==> src/rtl/pulse_stretcher_pkg.sv <==
// Shared state encoding and default 100 MHz timing for the button-debounce / pulse-stretch pair.
package pulse_stretcher_pkg;

  typedef enum logic [1:0] {
    ST_IDLE = 2'd0,
    ST_HOLD = 2'd1,
    ST_GAP  = 2'd2
  } ps_state_e;

  // 100 ms visible high, 50 ms low separation at 100 MHz.
  localparam int unsigned DEF_HOLD_CYCLES = 10_000_000;
  localparam int unsigned DEF_GAP_CYCLES  = 5_000_000;
  localparam int unsigned DEF_MAX_PENDING = 7;

  function automatic int unsigned cnt_width(input int unsigned hold, input int unsigned gap);
    int unsigned m;
    m = (hold > gap) ? hold : gap;
    return $clog2(m + 1);
  endfunction

endpackage

==> src/rtl/pulse_stretcher.sv <==
// Stretches single-cycle event strobes into fixed-width high levels, queueing events that
// arrive mid-pulse and replaying them in order with a guaranteed low gap between them.
module pulse_stretcher
  import pulse_stretcher_pkg::*;
#(
  parameter int unsigned HOLD_CYCLES = DEF_HOLD_CYCLES,
  parameter int unsigned GAP_CYCLES  = DEF_GAP_CYCLES,
  parameter int unsigned MAX_PENDING = DEF_MAX_PENDING,
  localparam int unsigned CNT_W      = cnt_width(HOLD_CYCLES, GAP_CYCLES),
  localparam int unsigned PEND_W     = $clog2(MAX_PENDING + 1)
) (
  input  logic              clk,
  input  logic              rst_n,
  input  logic              pulse_in,
  input  logic              clear,
  output logic              level_out,
  output logic              busy,
  output logic [PEND_W-1:0] pending,
  output logic              overflow
);

  localparam logic [CNT_W-1:0]  HOLD_LD = CNT_W'(HOLD_CYCLES - 1);
  localparam logic [CNT_W-1:0]  GAP_LD  = CNT_W'(GAP_CYCLES - 1);
  localparam logic [PEND_W:0]   MAX_P   = (PEND_W + 1)'(MAX_PENDING);

  ps_state_e         state_q, state_d;
  logic [CNT_W-1:0]  cnt_q, cnt_d;
  logic [PEND_W-1:0] pend_q, pend_d;
  logic              ovf_q, ovf_d;
  logic              level_q, level_d;
  logic              busy_q, busy_d;

  logic              inc, gap_end, deq;
  logic [PEND_W:0]   sum, net;

  always_comb begin
    state_d = state_q;
    cnt_d   = cnt_q;
    pend_d  = pend_q;
    ovf_d   = ovf_q;

    // Queue bookkeeping is one bit wider so a saturating add can be detected after
    // the same-cycle dequeue has been netted out.
    inc     = pulse_in && (state_q != ST_IDLE);
    gap_end = (state_q == ST_GAP) && (cnt_q == '0);
    sum     = {1'b0, pend_q} + (PEND_W + 1)'(inc);
    deq     = gap_end && (sum != '0);
    net     = sum - (PEND_W + 1)'(deq);

    case (state_q)
      ST_IDLE: begin
        cnt_d = '0;
        if (pulse_in) begin
          state_d = ST_HOLD;
          cnt_d   = HOLD_LD;
        end
      end
      ST_HOLD: begin
        if (cnt_q == '0) begin
          state_d = ST_GAP;
          cnt_d   = GAP_LD;
        end else begin
          cnt_d = cnt_q - 1'b1;
        end
      end
      ST_GAP: begin
        if (cnt_q != '0) begin
          cnt_d = cnt_q - 1'b1;
        end else if (deq) begin
          state_d = ST_HOLD;
          cnt_d   = HOLD_LD;
        end else begin
          state_d = ST_IDLE;
          cnt_d   = '0;
        end
      end
      default: begin
        state_d = ST_IDLE;
        cnt_d   = '0;
      end
    endcase

    if (net > MAX_P) begin
      pend_d = MAX_P[PEND_W-1:0];
      ovf_d  = 1'b1;
    end else begin
      pend_d = net[PEND_W-1:0];
    end

    // Abort overrides everything, including an event arriving this cycle.
    if (clear) begin
      state_d = ST_IDLE;
      cnt_d   = '0;
      pend_d  = '0;
      ovf_d   = 1'b0;
    end

    level_d = (state_d == ST_HOLD);
    busy_d  = (state_d != ST_IDLE);
  end

  always_ff @(posedge clk) begin
    if (!rst_n) begin
      state_q <= ST_IDLE;
      cnt_q   <= '0;
      pend_q  <= '0;
      ovf_q   <= 1'b0;
      level_q <= 1'b0;
      busy_q  <= 1'b0;
    end else begin
      state_q <= state_d;
      cnt_q   <= cnt_d;
      pend_q  <= pend_d;
      ovf_q   <= ovf_d;
      level_q <= level_d;
      busy_q  <= busy_d;
    end
  end

  assign level_out = level_q;
  assign busy      = busy_q;
  assign pending   = pend_q;
  assign overflow  = ovf_q;

endmodule
==> config.mk <==
export PLATFORM = sky130hd
export DESIGN_NAME = pulse_stretcher
export DESIGN_NICKNAME = d
export VERILOG_FILES = /design/src/rtl/pulse_stretcher_pkg.sv /design/src/rtl/pulse_stretcher.sv
export SDC_FILE = /design/constraint.sdc
export NUM_CORES = 1
export LEC_CHECK = 0
export ABC_AREA = 1
export CORE_ASPECT_RATIO = 0.9
export CORE_UTILIZATION = 55
export CTS_BUF_LIST = sky130_fd_sc_hd__clkbuf_2
export DETAILED_ROUTE_END_ITERATION = 6
export HOLD_SLACK_MARGIN = 0.05
export PLACE_DENSITY = 0.76
export SYNTH_ARGS = -nofsm -noshare
export SYNTH_HDL_FRONTEND = slang
export SYNTH_SLANG_ARGS = --single-unit
export TNS_END_PERCENT = 1
==> constraint.sdc <==
create_clock -name clk -period 2.32 [get_ports clk]
set_clock_uncertainty 0.15 [all_clocks]
set_input_delay 0.464 -clock clk [delete_from_list [all_inputs] [get_ports clk]]
set_output_delay 0.464 -clock clk [all_outputs]
set_load 0.03 [all_outputs]
==> flow_metrics.py, run 1 <==
metrics = {
    "sta": {
        "fmax_mhz": 447,
        "drv_slew": 0,
        "tns_ns": 0,
        "setup_viol": 0,
        "relSlewSlack_pct": 68.9,
        "hold_violations": 0,
        "min_period_ns": 2.24,
        "layout_worst_path_cycle_share_pct": 96.5,
        "hold_ws_ns": 0.361,
        "setup_ws_ns": 0.0818,
        "worst_slew_pin_slew_ns": 0.466,
    },
    "hold_path": {
        "min_to": "cnt_q[23]",
        "hold_start": "pulse_in",
        "min_path_type": "input pin to flop",
        "holdPathStages": 3,
    },
    "global_routing": {
        "grt_util_all_layers_pct": 26.3,
        "grt_pass1_wl_um": 7640,
        "grt_pass1_vias": 1706,
        "grt_max_degree": 13,
        "grt.overflow.total": 0,
        "antenna_found_initial": 0,
    },
    "routing": {
        "drt-wirelength-per-cell_um": 12.5,
        "via_per_inst": 5.18,
        "drtIter0Drc": 115,
        "vias": 1917,
        "drc_errors": 0,
        "drt_first_pass_iters": 4,
        "antenna_left": 0,
        "routed_wl_um": 4640,
    },
    "worst_setup_path": {
        "crit_path_max_fanout": 3,
        "rr_endpoint": "pending[1]",
        "regToRegSetupSlack_ns": 0.08,
        "crit_path_end_kind": "flop",
        "reg2reg_from": "state_q[1]",
        "crit_arrival_ns": 2.41,
        "crit_type": "flop to flop",
        "required_ns": 2.49,
        "r2r_cells": 17,
        "start_kind": "flop",
    },
    "floorplan": {
        "start_util_pct": 58.2,
        "rows": 20,
        "die_width_um": 65.5,
        "die_area_um2": 3880,
        "die_h_um": 59.2,
        "core_um2": 3430,
        "io-pin-count": 10,
    },
    "power_and_ir_drop": {
        "power.density_nw_per_um2": 564,
        "power.leakage_nw": 1.21,
        "ir_drop_v": 0.000433,
        "p_total_mw": 1.32,
    },
    "clock_network": {
        "clockBufferDepth": 2,
        "cts.reportedPaths.clkPinSlew_ns": 0.17,
        "cts_tree": "done",
        "clock_sinks": 32,
        "ctsHtreeMaxLevel": 2,
        "cts-root-buf": "clkbuf_2",
        "cts_hold_buf": 0,
        "cts-buffers-inserted": 5,
        "insertion_delay_ns": 0.41,
    },
    "job": {
        "drv_cap": 0,
    },
    "run_status": {
        "outcome": "complete, no violations",
    },
    "synthesis": {
        "yosysSeqAreaShare_pct": 32.1,
        "synth_cell_types": 31,
        "syn_area_um2": 2000,
        "synth_seq_cells": 32,
        "netlist_instances": 298,
        "synth_area_per_cell_um2": 6.70,
        "ys_warn_count": 0,
        "synth_area_leaders": "dfxtp_1 32%, nand2_1 11%, inv_1 8.6%, nor2_1 8.5%, nand3_1 6.3%",
        "synth_nets": 308,
        "yosysTopAreaCell": "dfxtp_1",
        "yosysTopAreaCellShare_pct": 32.1,
    },
    "place": {
        "post-place-ws_ns": -0.527,
        "hpwl_um": 3430,
        "dpl_cell_area_um2": 2220,
        "gp_congestion": 0.933,
        "port_buffers": 9,
    },
    "final_layout": {
        "antenna_cells": 0,
        "finish.instance_area_um2": 2340,
        "fill_cells": 310,
        "nets": 335,
        "drive_gt1_share_pct": 20.2,
        "syn_to_final_growth_pct": 17.4,
    },
}
[worst max path at each step]
stage          startpoint    endpoint  slack [ns]  cells past startpoint
2_1_floorplan    pulse_in  pending[2]       0.004                     15
5_1_grt        state_q[1]  pending[1]       -0.03                     17
3_5_place_dp     pulse_in  pending[2]       -0.53                     16
6_report       state_q[1]  pending[1]        0.08                     17
4_1_cts        state_q[0]  pending[1]        0.07                     17
3_3_place_gp     pulse_in  pending[2]       -0.46                     16
[metal layers]
metal | share of wire (%) | track usage, %
met1 | 48 | 35.4
met2 | 45 | 41.4
met3 | 5.3 | 5.58
met4 | 1.5 | 9.63
met5 | 0 | 0
[sequential cells by signal, summed over array words and instances, names as in the netlist]
register   flops
busy           1
cnt_q         24
state_q        2
level_out      1
overflow       1
pending        3
[logic make-up after synthesis]
kind of cell	share of synthesized area [%]
adders and majority gates	3.76
DFF	32.1
buffers and inverters	9.90
xor gates and xnor gates	4.39
AOI/OAI and AO/OA	8.08
and+or+nand+nor	41.8
[worst max-delay path: stages, from the launching register on]
cell,delay [ns]
dfxtp_4,0.39
nor2_4,0.13
nor2_2,0.04
ha_2,0.19
ha_4,0.16
inv_1,0.05
nand2_1,0.05
nand2_2,0.08
nand3_2,0.08
nand2_2,0.07
inv_1,0.05
nand2_2,0.06
inv_2,0.04
ha_4,0.15
ha_2,0.31
nand3_1,0.08
nand2_1,0.06
inv_1,0.03
[synth_stat cells]
| library cell | count |
|---|---|
| nor4_1 | 2 |
| o21ai_1 | 2 |
| or2_2 | 1 |
| inv_2 | 1 |
| o21ai_2 | 1 |
| nor2_1 | 45 |
| inv_4 | 1 |
| nor3b_1 | 1 |
| buf_6 | 1 |
| nand2_4 | 3 |
| nand4_1 | 7 |
| nand2_2 | 7 |
| xnor2_1 | 3 |
| inv_1 | 46 |
| nor2_4 | 3 |
| ha_1 | 6 |
| a31oi_1 | 1 |
| o21ai_0 | 5 |
| nand3_4 | 1 |
| nand3_2 | 2 |
| nor3_1 | 1 |
| a31o_2 | 1 |
| o21bai_1 | 1 |
| nor2_2 | 12 |
| nand2_8 | 1 |
| clkbuf_1 | 1 |
| a21oi_1 | 19 |
| nand2_1 | 59 |
| nand3_1 | 25 |
| dfxtp_1 | 32 |
| xor2_1 | 7 |
[power by group]
part / total, mW / internal [mW] / switching, mW
registers: 0.584 / 0.568 / 0.0165
clock network: 0.385 / 0.176 / 0.209
logic: 0.353 / 0.126 / 0.227
[layout make-up]
class / count / area (µm²) / area share, %
flip-flops and latches: 32 / 646 / 27.5
clock inverters: 3 / 37.5 / 1.60
clock buffers: 5 / 25.0 / 1.07
multi-input cells: 216 / 1210 / 51.7
inverters: 48 / 183 / 7.79
well taps: 44 / 55.1 / 2.35
repair buffers: 22 / 186 / 7.96
[timing repair]
item / in CTS / in global routing
pin swaps: 4 / 2
setup buffers: 1 / 3
resized for setup: 3 / 9
endpoints found under the setup margin: 4 / 4
[layout by cell type (no fill, tap or decap), types with 2 or more instances in the layout]
cell type,synthesis,layout
o21ai_1,2,4
clkinv_1,0,2
nand4_1,7,7
nor2_2,12,14
clkdlybuf4s50_1,0,8
inv_2,1,2
ha_4,0,2
ha_1,6,2
nor2_4,3,4
ha_2,0,2
nand3_2,2,3
nor4_1,2,2
xor2_1,7,7
nor2_1,45,42
inv_1,46,45
xnor2_1,3,3
clkbuf_2,0,5
dfxtp_1,32,30
nand2_1,59,57
nand2_2,7,9
nand3_1,25,24
a21oi_1,19,19
buf_4,0,13
nand2_4,3,3
o21ai_0,5,3
[per-stage QoR]
stage,std cells,utilization [%]
floorplan,298,-
global placement,358,64.7
detailed placement,358,64.7
CTS,367,66.8
global route,370,68.4
finish,370,68.4
No activity file was read; power rests on OpenSTA's default activity.
==> inputs of run 2 (changes only) <==
Settings changed: PLACE_DENSITY 0.76 to 0.77.
==> flow_metrics.py, run 2 (synthesized netlist as in run 1, its figures left out) <==
metrics = {
    "worst_setup_path": {
        "required_ns": 2.50,
        "crit_arrival_ns": 2.38,
        "rr_endpoint": "pending[2]",
        "reg2reg_from": "state_q[1]",
        "crit_path_end_kind": "flop",
        "r2r_cells": 15,
        "startpoint": "state_q[1]",
        "start_kind": "flop",
        "crit_path_max_fanout": 3,
        "regToRegSetupSlack_ns": 0.11,
        "crit_type": "flop to flop",
    },
    "routing": {
        "antenna_left": 0,
        "vias": 1942,
        "drt-wirelength-per-cell_um": 12.3,
        "drc_errors": 0,
        "drt_first_pass_iters": 5,
        "drtIter0Drc": 135,
        "routed_wl_um": 4570,
        "via_per_inst": 5.22,
    },
    "sta": {
        "min_period_ns": 2.21,
        "hold_violations": 0,
        "drv_slew": 0,
        "worst_slew_pin_slew_ns": 0.458,
        "layout_worst_path_cycle_share_pct": 95.2,
        "fmax_mhz": 453,
        "hold_ws_ns": 0.333,
        "rsz0062_at_grt": "yes",
        "tns_ns": 0,
        "setup_viol": 0,
        "setup_ws_ns": 0.112,
        "relSlewSlack_pct": 69.4,
    },
    "floorplan": {
        "start_util_pct": 58.2,
        "die_area_um2": 3880,
        "io-pin-count": 10,
        "die_h_um": 59.2,
        "die_width_um": 65.5,
        "rows": 20,
        "core_um2": 3430,
    },
    "power_and_ir_drop": {
        "pwr-share-seq_pct": 43.8,
        "power_frac_comb_pct": 26.7,
        "power.density_nw_per_um2": 563,
        "ir_drop_v": 0.000367,
        "clock_power_share_pct": 29.6,
        "internal-power_uw": 877,
        "p_sw_uw": 460,
        "power.leakage_nw": 1.22,
        "p_sw_share_pct": 34.4,
        "p_total_mw": 1.34,
    },
    "global_routing": {
        "grt_util_all_layers_pct": 25.8,
        "grt_max_degree": 13,
        "grt.overflow.total": 0,
        "grt_pass1_wl_um": 7360,
        "grt_pass1_vias": 1678,
        "antenna_found_initial": 0,
    },
    "clock_network": {
        "cts-buffers-inserted": 5,
        "insertion_delay_ns": 0.40,
        "clock_sinks": 32,
        "cts-root-buf": "clkbuf_2",
        "ctsHtreeMaxLevel": 2,
        "cts_tree": "done",
        "clockBufferDepth": 2,
        "cts.reportedPaths.clkPinSlew_ns": 0.19,
        "cts_hold_buf": 0,
    },
    "place": {
        "dpl_cell_area_um2": 2230,
        "dp_cells": 359,
        "gp_congestion": 0.939,
        "post-place-ws_ns": -0.522,
        "port_buffers": 9,
        "hpwl_um": 3370,
    },
    "final_layout": {
        "multi_input_area_um2": 1220,
        "nets": 337,
        "top_register": "cnt_q",
        "largest_reg_flops": 24,
        "fill_cells": 283,
        "instances_no_fill": 372,
        "regArea_um2": 643,
        "layout_commonest_cell": "nand2_1",
        "antenna_cells": 0,
        "finish.instance_area_um2": 2370,
        "mostFrequentLayoutCells": "57 x nand2_1, 45 x inv_1, 43 x nor2_1",
        "syn_to_final_growth_pct": 18.9,
        "drive_gt1_share_pct": 21.3,
        "final_util_pct": 69.2,
    },
    "run_status": {
        "outcome": "complete, no violations",
    },
    "hold_path": {
        "min_to": "cnt_q[23]",
        "min_path_type": "input pin to flop",
        "hold_start": "pulse_in",
        "holdPathStages": 3,
    },
    "job": {
        "drv_cap": 0,
    },
}
-- run 2: timing repair --
action | CTS | global route
gates resized for setup | 2 | 9
endpoints found under the hold margin | 0 | 0
buffers inserted | 3 | 2
pin swaps | 5 | 5
setup endpoints to repair | 3 | 10
-- run 2: layout make-up --
type | instances | share of cell area [%]
Multi-Input combinational cell | 216 | 51.6
Sequential cell | 32 | 27.1
Timing Repair Buffer | 24 | 8.49
Inverter | 48 | 7.70
Tap cell | 44 | 2.32
Clock inverter | 3 | 1.79
Clock buffer | 5 | 1.05
-- run 2: layer usage --
layer | vias to the layer above | routed length [µm] | GRT usage (%)
met5 | - | 0 | 0
li1 | 1003 | - | -
met1 | 878 | 2160 | 35.3
met3 | 8 | 383 | 5.19
met2 | 53 | 1960 | 40.2
met4 | 0 | 63 | 9.32
-- run 2: worst max-delay path, stage by stage (launching register included) --
cell and delay [ns]:
dfxtp_2 0.37, nor2_4 0.13, nor2_2 0.05, ha_2 0.19, ha_4 0.24, nor2_1 0.10, nand3_2 0.08, nand2_2 0.07
inv_1 0.04, nand2_2 0.06, inv_2 0.04, ha_4 0.16, ha_4 0.15, xnor2_1 0.11, o21ai_1 0.14, inv_1 0.06
-- run 2: worst max path at each step --
stage	to	depth (start not counted)
3_3_place_gp	pending[2]	16
3_5_place_dp	pending[2]	16
5_1_grt	pending[2]	17
4_1_cts	pending[1]	15
2_1_floorplan	pending[2]	15
6_report	pending[2]	15
-- run 2: power groups by stage --
stage	Sequential [mW]	Combinational (mW)	Clock, mW
4_1_cts	0.584	0.350	0.401
5_1_grt	0.587	0.400	0.417
3_3_place_gp	0.595	0.343	0
2_1_floorplan	0.598	0.268	0
6_report	0.585	0.356	0.395
3_5_place_dp	0.595	0.347	0
==> inputs of run 3 (changes only) <==
Settings changed: CORE_MARGIN from default to 2.
==> flow_metrics.py, run 3 (synthesized netlist as in run 1, its figures left out) <==
metrics = {
    "global_routing": {
        "grt_util_all_layers_pct": 24.3,
        "antenna_found_initial": 0,
        "grt_pass1_vias": 1664,
        "grt_max_degree": 13,
        "grt.overflow.total": 0,
        "grt_pass1_wl_um": 7360,
    },
    "sta": {
        "fmax_mhz": 444,
        "layout_worst_path_cycle_share_pct": 97.1,
        "tns_ns": 0,
        "worst_slew_pin_slew_ns": 0.448,
        "hold_violations": 0,
        "min_period_ns": 2.25,
        "drv_slew": 0,
        "relSlewSlack_pct": 70.1,
        "setup_viol": 0,
    },
    "worst_setup_path": {
        "path_buf_inv": 3,
        "start_kind": "flop",
        "crit_path_end_kind": "flop",
        "worstPathCellList": "nor2_4 -> nor2_2 -> ha_2 -> ha_4 -> nor2_2 -> nand3_2 -> nand2_2 -> inv_1 -> nand2_2 -> inv_1 -> ha_2 -> ha_2 -> nand3_1 -> nand2_1 -> inv_1",
        "reg2reg_from": "state_q[1]",
        "startpoint": "state_q[1]",
        "crit_family": "adder cells",
        "cp_slowest_cell": "dfxtp_2",
        "crit_arrival_ns": 2.40,
        "crit_type": "flop to flop",
        "crit_path_max_fanout": 3,
        "slowest_delay_ns": 0.37,
        "required_ns": 2.47,
    },
    "hold_path": {
        "min_path_type": "flop to flop",
        "hold_start": "overflow",
    },
    "clock_network": {
        "cts.reportedPaths.clkPinSlew_ns": 0.15,
        "clockBufferDepth": 2,
        "cts-root-buf": "clkbuf_2",
        "clock_sinks": 32,
        "ctsHtreeMaxLevel": 2,
        "cts_tree": "done",
        "insertion_delay_ns": 0.39,
        "cts_hold_buf": 0,
        "cts-buffers-inserted": 5,
    },
    "place": {
        "port_buffers": 9,
        "hpwl_um": 3390,
        "gp_congestion": 0.944,
    },
    "routing": {
        "drt-wirelength-per-cell_um": 12.1,
        "drt-met1-wl_um": 2030,
        "maxUsedRoutingLayer": "met4",
        "wl_met2_um": 2020,
        "drtIter0Drc": 72,
        "met3_length_um": 363,
        "drt_first_pass_iters": 4,
        "drc_errors": 0,
        "via_per_inst": 5.12,
        "vias": 1889,
        "antenna_left": 0,
        "routed_wl_um": 4480,
    },
    "final_layout": {
        "antenna_cells": 0,
        "top_register": "cnt_q",
        "nets": 334,
        "syn_to_final_growth_pct": 15.2,
        "layout_commonest_cell": "nand2_1",
        "mostFrequentLayoutCells": "57 x nand2_1, 45 x inv_1, 42 x nor2_1",
        "final_util_pct": 67.1,
        "largest_reg_flops": 24,
        "drive_gt1_share_pct": 20.3,
        "fill_cells": 300,
    },
    "floorplan": {
        "die_h_um": 61.2,
        "io-pin-count": 10,
        "core_um2": 3430,
        "die_area_um2": 4130,
        "rows": 20,
        "start_util_pct": 58.2,
        "die_width_um": 67.5,
    },
    "power_and_ir_drop": {
        "p_total_mw": 1.21,
        "ir_drop_v": 0.000424,
        "power.density_nw_per_um2": 525,
        "power.leakage_nw": 1.19,
    },
    "job": {
        "drv_cap": 0,
    },
    "run_status": {
        "outcome": "complete, no violations",
    },
}
[run 3: cell types whose count changed in the layout (fill, tap and decap cells not counted), moves of 2 or more]
cell,change
buf_4,-3
clkbuf_2,+2
ha_2,+2
ha_4,-2
[run 3: repair_timing]
item / CTS / global route
endpoints found under the setup margin: 4 / 4
pin swaps: 4 / 4
gates resized for setup: 4 / 6
buffers inserted: 1 / 2
[run 3: metal layers]
| layer | vias up | track usage [%] |
|---|---|---|
| li1 | 996 | - |
| met1 | 832 | 31.1 |
| met2 | 53 | 38.4 |
| met3 | 8 | 7.50 |
| met4 | 0 | 9.62 |
| met5 | - | 0 |
[run 3: per-stage QoR]
step	instance area, µm²	hold WS [ns]	setup slack [ns]	instances
3_5_place_dp	2220	0.325	-0.559	358
4_1_cts	2270	0.359	0.0137	367
2_1_floorplan	2020	0.351	0.00406	298
5_1_grt	2300	0.375	-0.0197	369
6_report	2300	0.342	0.0671	369
3_3_place_gp	2220	0.319	-0.458	358
[run 3: path summary, 6_finish.rpt]
path | slack (ns) | cells after the start | end
max | 0.07 | 15 | pending[1]
min | 0.34 | 2 | overflow
max reg2reg | 0.07 | 15 | pending[1]
min reg2reg | 0.34 | 2 | overflow
[run 3: power breakdown]
part           switching, mW  internal (mW)  total [mW]
combinational          0.225          0.125       0.351
clock                  0.191         0.0805       0.272
sequential            0.0162          0.569       0.585
total                  0.433          0.774        1.21
[run 3: cell type report]
class / instances / area, µm² / share of cell area [%]
flip-flops and latches: 32 / 643 / 28.0
well taps: 44 / 55.1 / 2.39
multi-input cells: 216 / 1200 / 52.2
clock buffers: 7 / 35.0 / 1.52
inverters: 48 / 183 / 7.94
repair buffers: 21 / 179 / 7.78
clock inverters: 1 / 3.75 / 0.163
[run 3: worst min-delay path, stage by stage (launching register included)]
cell	delay, ns
dfxtp_1	0.37
o21ai_1	0.07
inv_1	0.04
==> patch 1: new RTL, config.mk and constraints of run 2 <==
The output `level_out` loses its register stage (`level_q` becomes a continuous assignment).
--- a/src/rtl/pulse_stretcher.sv
+++ b/src/rtl/pulse_stretcher.sv
@@ -105,17 +105,17 @@
       cnt_q   <= '0;
       pend_q  <= '0;
       ovf_q   <= 1'b0;
-      level_q <= 1'b0;
       busy_q  <= 1'b0;
     end else begin
       state_q <= state_d;
       cnt_q   <= cnt_d;
       pend_q  <= pend_d;
       ovf_q   <= ovf_d;
-      level_q <= level_d;
       busy_q  <= busy_d;
     end
   end
+
+  assign level_q = level_d;
 
   assign level_out = level_q;
   assign busy      = busy_q;
Formal check against the unedited RTL: not equivalent (a bounded check fails within 4 cycles, from zero or initial values and one cycle with rst_n low).
==> patch 1 against run 2 <==
The flow now finishes with violations (negative setup slack). Synthesized area about the same. Design area down 0.95%. Combinational power is 7.9% higher. Global-route usage is 0.97 points higher. Sequential share of layout area is 0.59 points lower. Critical path depth shrank 2. Non-clock buffer count grew 2. Sequential power is 2% lower. Sequential cell count fell by 1. Synthesized cell count fell by 5.4%. First-iteration DRC count fell by 32%. Setup slack got worse by 420 ps. Total power fell by 8.7%. Routed wire length shrank 2.4%. Largest cell class unchanged. Largest power group unchanged. Highest routed layer unchanged.
==> patch 1: results (changes against run 2) <==
POWER
--------------------------------------------------------------------------------------
Worst IR Drop VDD .......................................................     0.335 mV   -8.7%
Leakage component of the power ..........................................      1.18 nW   -3.7%
Net Sw Frac .............................................................        37.0%   +2.6 points

ROUTE
--------------------------------------------------------------------------------------
Detailed-route wire length ..............................................      4460 um   -2.4%
Pre-Repair DR Iteration Count ...........................................            4   -1
Ratio of routed vias to standard cells ..................................         5.11   -2.2%
First-iteration detailed-routing DRC count ..............................           92   -32%

WORST SETUP PATH
--------------------------------------------------------------------------------------
Worst reg-to-reg path cell count ........................................           14   -1
Crit path max fanout ....................................................            2   -1
Crit path arrival time ..................................................      2020 ps   -360 ps
Reg-to-reg slack, setup .................................................       -60 ps   -170 ps
Launching element of the worst setup path ...............................   state_q[0]
Reg2reg end .............................................................   pending[2]
Crit path largest cell delay ............................................       370 ps   about the same
End of the critical path ................................................    level_out

LAYOUT
--------------------------------------------------------------------------------------
Fraction of final layout cells sized beyond drive strength 1 ............        27.5%   +6.1 points
Number of nets in the finished design ...................................          322   -4.5%
Largest register by flop count ..........................................        cnt_q

GLOBAL ROUTING
--------------------------------------------------------------------------------------
First-pass GRT wire length ..............................................      7670 um   +4.3%
All-Layer GR Usage ......................................................        26.8%   +0.97 points
Pin count of the biggest net entering global routing ....................           14   +1
Vias in the first global route ..........................................         1687   +0.54%

STATUS
--------------------------------------------------------------------------------------
Run status .............................................................. finished, violations left
Violated checks ......................................................... negative setup slack

YOSYS
--------------------------------------------------------------------------------------
Top post-synthesis cells by area ........................................ sky130_fd_sc_hd__dfxtp_1 (31%), sky130_fd_sc_hd__nand2_1 (11%), sky130_fd_sc_hd__nor2_1 (8.8%)
Portion of the post-synthesis area used by sequential elements ..........        31.1%   -0.98 points
Number of distinct standard cells referenced by the synthesized netlist .           31   unchanged
Post-synth top cells .................................................... sky130_fd_sc_hd__nand2_1 (61), sky130_fd_sc_hd__nor2_1 (47), sky130_fd_sc_hd__inv_1 (32)
Async S/R FF share, synth ...............................................           0%   unchanged
Post-synth net total ....................................................          292   -5.2%

WORST HOLD PATH
--------------------------------------------------------------------------------------
Worst min-delay path startpoint .........................................     overflow
Destination of the worst hold path ......................................     overflow
Hold WC Path Type ....................................................... flip-flop to flip-flop
Number of instances on the worst hold path ..............................            2   -1

TIMING
--------------------------------------------------------------------------------------
Setup ws final ..........................................................      -311 ps   -424 ps
Worst max-slew margin expressed relative to the limit ...................        70.2%   +0.80 points
Final hold slack ........................................................       367 ps   +34.3 ps
# setup viols final .....................................................            4   +4

CTS
--------------------------------------------------------------------------------------
Clock Pin Slew Worst Setup and Hold Paths ...............................       170 ps   -20 ps
Root Driver ............................................................. sky130_fd_sc_hd__clkbuf_2
Insertion delay to the later sink of the worst-skew pair ................       390 ps

PLACED DESIGN
--------------------------------------------------------------------------------------
Count of port buffers added during placement ............................            9   unchanged
Final HPWL from detailed placement ......................................      3500 um   +4.0%
Post-placement cell area ................................................ 0.00224 mm^2   +0.45%
Post-placement setup slack ..............................................      -535 ps   -13.9 ps
Weighted congestion reported at the end of routability-driven placement .        0.911   -3.0%

patch 1: routing by layer:
layer | global-route usage (%) | vias to the layer above | wire length (um)
li1 | - | 950 | -
met1 | 34.9 | 819 | 2180
met2 | 42.9 | 44 | 1970
met3 | 6.35 | 10 | 230
met4 | 10.2 | 0 | 75
met5 | 0 | - | 0
patch 1: logic make-up after synthesis:
| kind of cell | Yosys count | synth area share (%) |
|---|---|---|
| and+or+nand+nor | 167 | 42.6 |
| DFF | 31 | 31.1 |
| xor gates and xnor gates | 13 | 5.71 |
| adders and majority gates | 6 | 3.76 |
| AOI/OAI and AO/OA | 26 | 8.90 |
| buffers and inverters | 39 | 7.90 |
patch 1: layout make-up:
class,count,area [um^2]
flip-flops and latches,31,623
fillers,294,1080
repair buffers,26,218
well taps,44,55.1
clock inverters,3,15.0
inverters,36,135
multi-input cells,212,1280
clock buffers,5,25.0
patch 1: timing repair:
item | in CTS | in global routing
resized for setup | 9 | 5
endpoints found under the setup margin | 4 | 5
pin swaps | 7 | 6
setup buffers | 3 | 2
patch 1: per-stage QoR:
stage                     TNS [ps]  std cells
after floorplan                  0        282
after global placement       -3280        344
after detailed placement     -3910        344
after CTS                     -527        355
after global routing         -1020        357
final                         -441        357
patch 1: power groups by stage:
stage | combinational [mW] | clock (mW) | sequential (mW)
after floorplan | 0.295 | 0 | 0.580
after detailed placement | 0.368 | 0 | 0.581
after CTS | 0.374 | 0.267 | 0.570
after global routing | 0.432 | 0.288 | 0.573
final | 0.384 | 0.265 | 0.571
after global placement | 0.363 | 0 | 0.580
==> patch 2: new RTL, settings of run 2 <==
Without the edit above. Set the package constant `DEF_HOLD_CYCLES` to 5_000_000 (it was 10_000_000).
--- a/src/rtl/pulse_stretcher_pkg.sv
+++ b/src/rtl/pulse_stretcher_pkg.sv
@@ -8,7 +8,7 @@
   } ps_state_e;
 
   // 100 ms visible high, 50 ms low separation at 100 MHz.
-  localparam int unsigned DEF_HOLD_CYCLES = 10_000_000;
+  localparam int unsigned DEF_HOLD_CYCLES = 5_000_000;
   localparam int unsigned DEF_GAP_CYCLES  = 5_000_000;
   localparam int unsigned DEF_MAX_PENDING = 7;
 
Formal check against the unedited RTL: no difference found for any inputs over 10 cycles, from zero or initial values and one cycle with rst_n low; that may be too few to reach the edited logic, so the function may still have changed.
==> patch 2 against run 2 <==
Sequential cell count down 1. Die area down 1.4%. Sequential share of layout area is essentially flat. Design area decreased by 3.1%. Hold slack worse by 2.3 ps. Setup slack lost 97 ps. Routed wire length decreased by 12%. Synthesized cell count decreased by 14%. Total power up 1.9%. Core utilization fell by 1.6 points. Synthesized area shrank 1.4%. Highest routed layer unchanged.
==> patch 2: results (changes against run 2) <==
ROUTE
--------------------------------------------------------------------------------------
First-iteration detailed-routing DRC count ..............................           74   -45%
Routed length on met3 ...................................................       177 um   -54%
Wire length on met2 .....................................................      1900 um   -3.0%
WL met1 .................................................................      1870 um   -13%

DIE
--------------------------------------------------------------------------------------
Floorplan die width .....................................................      65.1 um   -0.70%

YOSYS
--------------------------------------------------------------------------------------
Top post-synthesis cells by area ........................................ sky130_fd_sc_hd__dfxtp_1 (32%), sky130_fd_sc_hd__nand2_1 (7.4%), sky130_fd_sc_hd__inv_1 (6.9%)
Portion of the post-synthesis area used by sequential elements ..........        31.5%   -0.55 points

LAYOUT
--------------------------------------------------------------------------------------
Invs w/o clock ..........................................................           36   -25%
Layout sequential cell count ............................................           31   -3.1%
Area of all sequential standard cells ...................................     623 um^2   -3.1%
Multi-input gate area ................................................... 0.00125 mm^2   +2.6%
Non-clock buffer share of cell area .....................................        8.10%   -0.38 points
Clock-cell share of area ................................................        1.47%   -1.4 points
Count of buffers not belonging to the clock network in the layout .......           22   -8.3%
Number of fillers in the final layout ...................................          311   +9.9%

STATUS
--------------------------------------------------------------------------------------
Run status .............................................................. finished clean

WORST HOLD PATH
--------------------------------------------------------------------------------------
Worst min-delay path startpoint .........................................    cnt_q[21]
Destination of the worst hold path ......................................    cnt_q[21]
Hold WC Path Type ....................................................... flip-flop to flip-flop

GLOBAL ROUTING
--------------------------------------------------------------------------------------
All-Layer GR Usage ......................................................        23.6%   -2.1 points
Vias in the first global route ..........................................         1532   -8.7%
Pin count of the biggest net entering global routing ....................           14   +1
Met3 GRT Util ...........................................................        6.01%   +0.82 points
Met2 usage ..............................................................        40.6%   +0.42 points

WORST SETUP PATH
--------------------------------------------------------------------------------------
Reg-to-reg slack, setup .................................................        20 ps   -100 ps
Crit path arrival time ..................................................      2440 ps   +60 ps
Worst reg-to-reg path cell count ........................................           14   -1

POWER
--------------------------------------------------------------------------------------
Worst IR Drop VDD .......................................................     0.563 mV   +53%
Leakage component of the power ..........................................      1.09 nW   -11%
Net Sw Frac .............................................................        40.2%   +5.8 points

PLACED DESIGN
--------------------------------------------------------------------------------------
Post-placement cell area ................................................ 0.00223 mm^2   +0.28%
Weighted congestion reported at the end of routability-driven placement .        0.814   -13%

TIMING
--------------------------------------------------------------------------------------
Worst max-slew margin expressed relative to the limit ...................        58.3%   -11 points

-- patch 2: cell types whose count changed after synthesis, sizes merged, moves of 2 or more --
cell	run 2	this run
a21oi	19	15
inv	48	36
nand2	70	56
nand4	7	4
nor2	60	49
nor3	1	3
nor4	2	0
xor2	7	10
-- patch 2: critical path, cell delays in order, from the launching register on --
cell,delay [ps]
sky130_fd_sc_hd__dfxtp_2,370
sky130_fd_sc_hd__nor2_4,130
sky130_fd_sc_hd__nor2_4,40
sky130_fd_sc_hd__ha_4,160
sky130_fd_sc_hd__ha_4,150
sky130_fd_sc_hd__xor2_2,170
sky130_fd_sc_hd__nor2_2,140
sky130_fd_sc_hd__nand3_2,100
sky130_fd_sc_hd__nand2_2,100
sky130_fd_sc_hd__nor2_2,40
sky130_fd_sc_hd__ha_2,210
sky130_fd_sc_hd__ha_4,150
sky130_fd_sc_hd__xor2_1,130
sky130_fd_sc_hd__o21ai_1,130
sky130_fd_sc_hd__inv_1,50
-- patch 2: how the worst max path moves through the flow --
stage,start,to,slack [ps],cells past startpoint
finish,state_q[1],pending[2],20,14
floorplan,pulse_in,pending[2],-20,14
global placement,pulse_in,pending[2],-590,15
global route,state_q[1],pending[2],-110,14
CTS,state_q[0],pending[2],9,14
detailed placement,pulse_in,pending[2],-670,15
-- patch 2: cell families after synthesis --
kind of cell,Yosys count,share of synthesized area (%)
AND/OR/NAND/NOR,142,42.3
flip-flops,31,31.5
adder cells (fa/ha/maj),6,3.81
buffers and inverters,39,8.26
AO/OA/AOI/OAI,24,8.26
XOR/XNOR,13,5.79
-- patch 2: through the flow --
step | setup TNS [ps] | cells
after floorplan | -19.8 | 255
after global placement | -8350 | 315
after detailed placement | -9530 | 315
after CTS | 0 | 323
after global routing | -288 | 325
final | 0 | 325
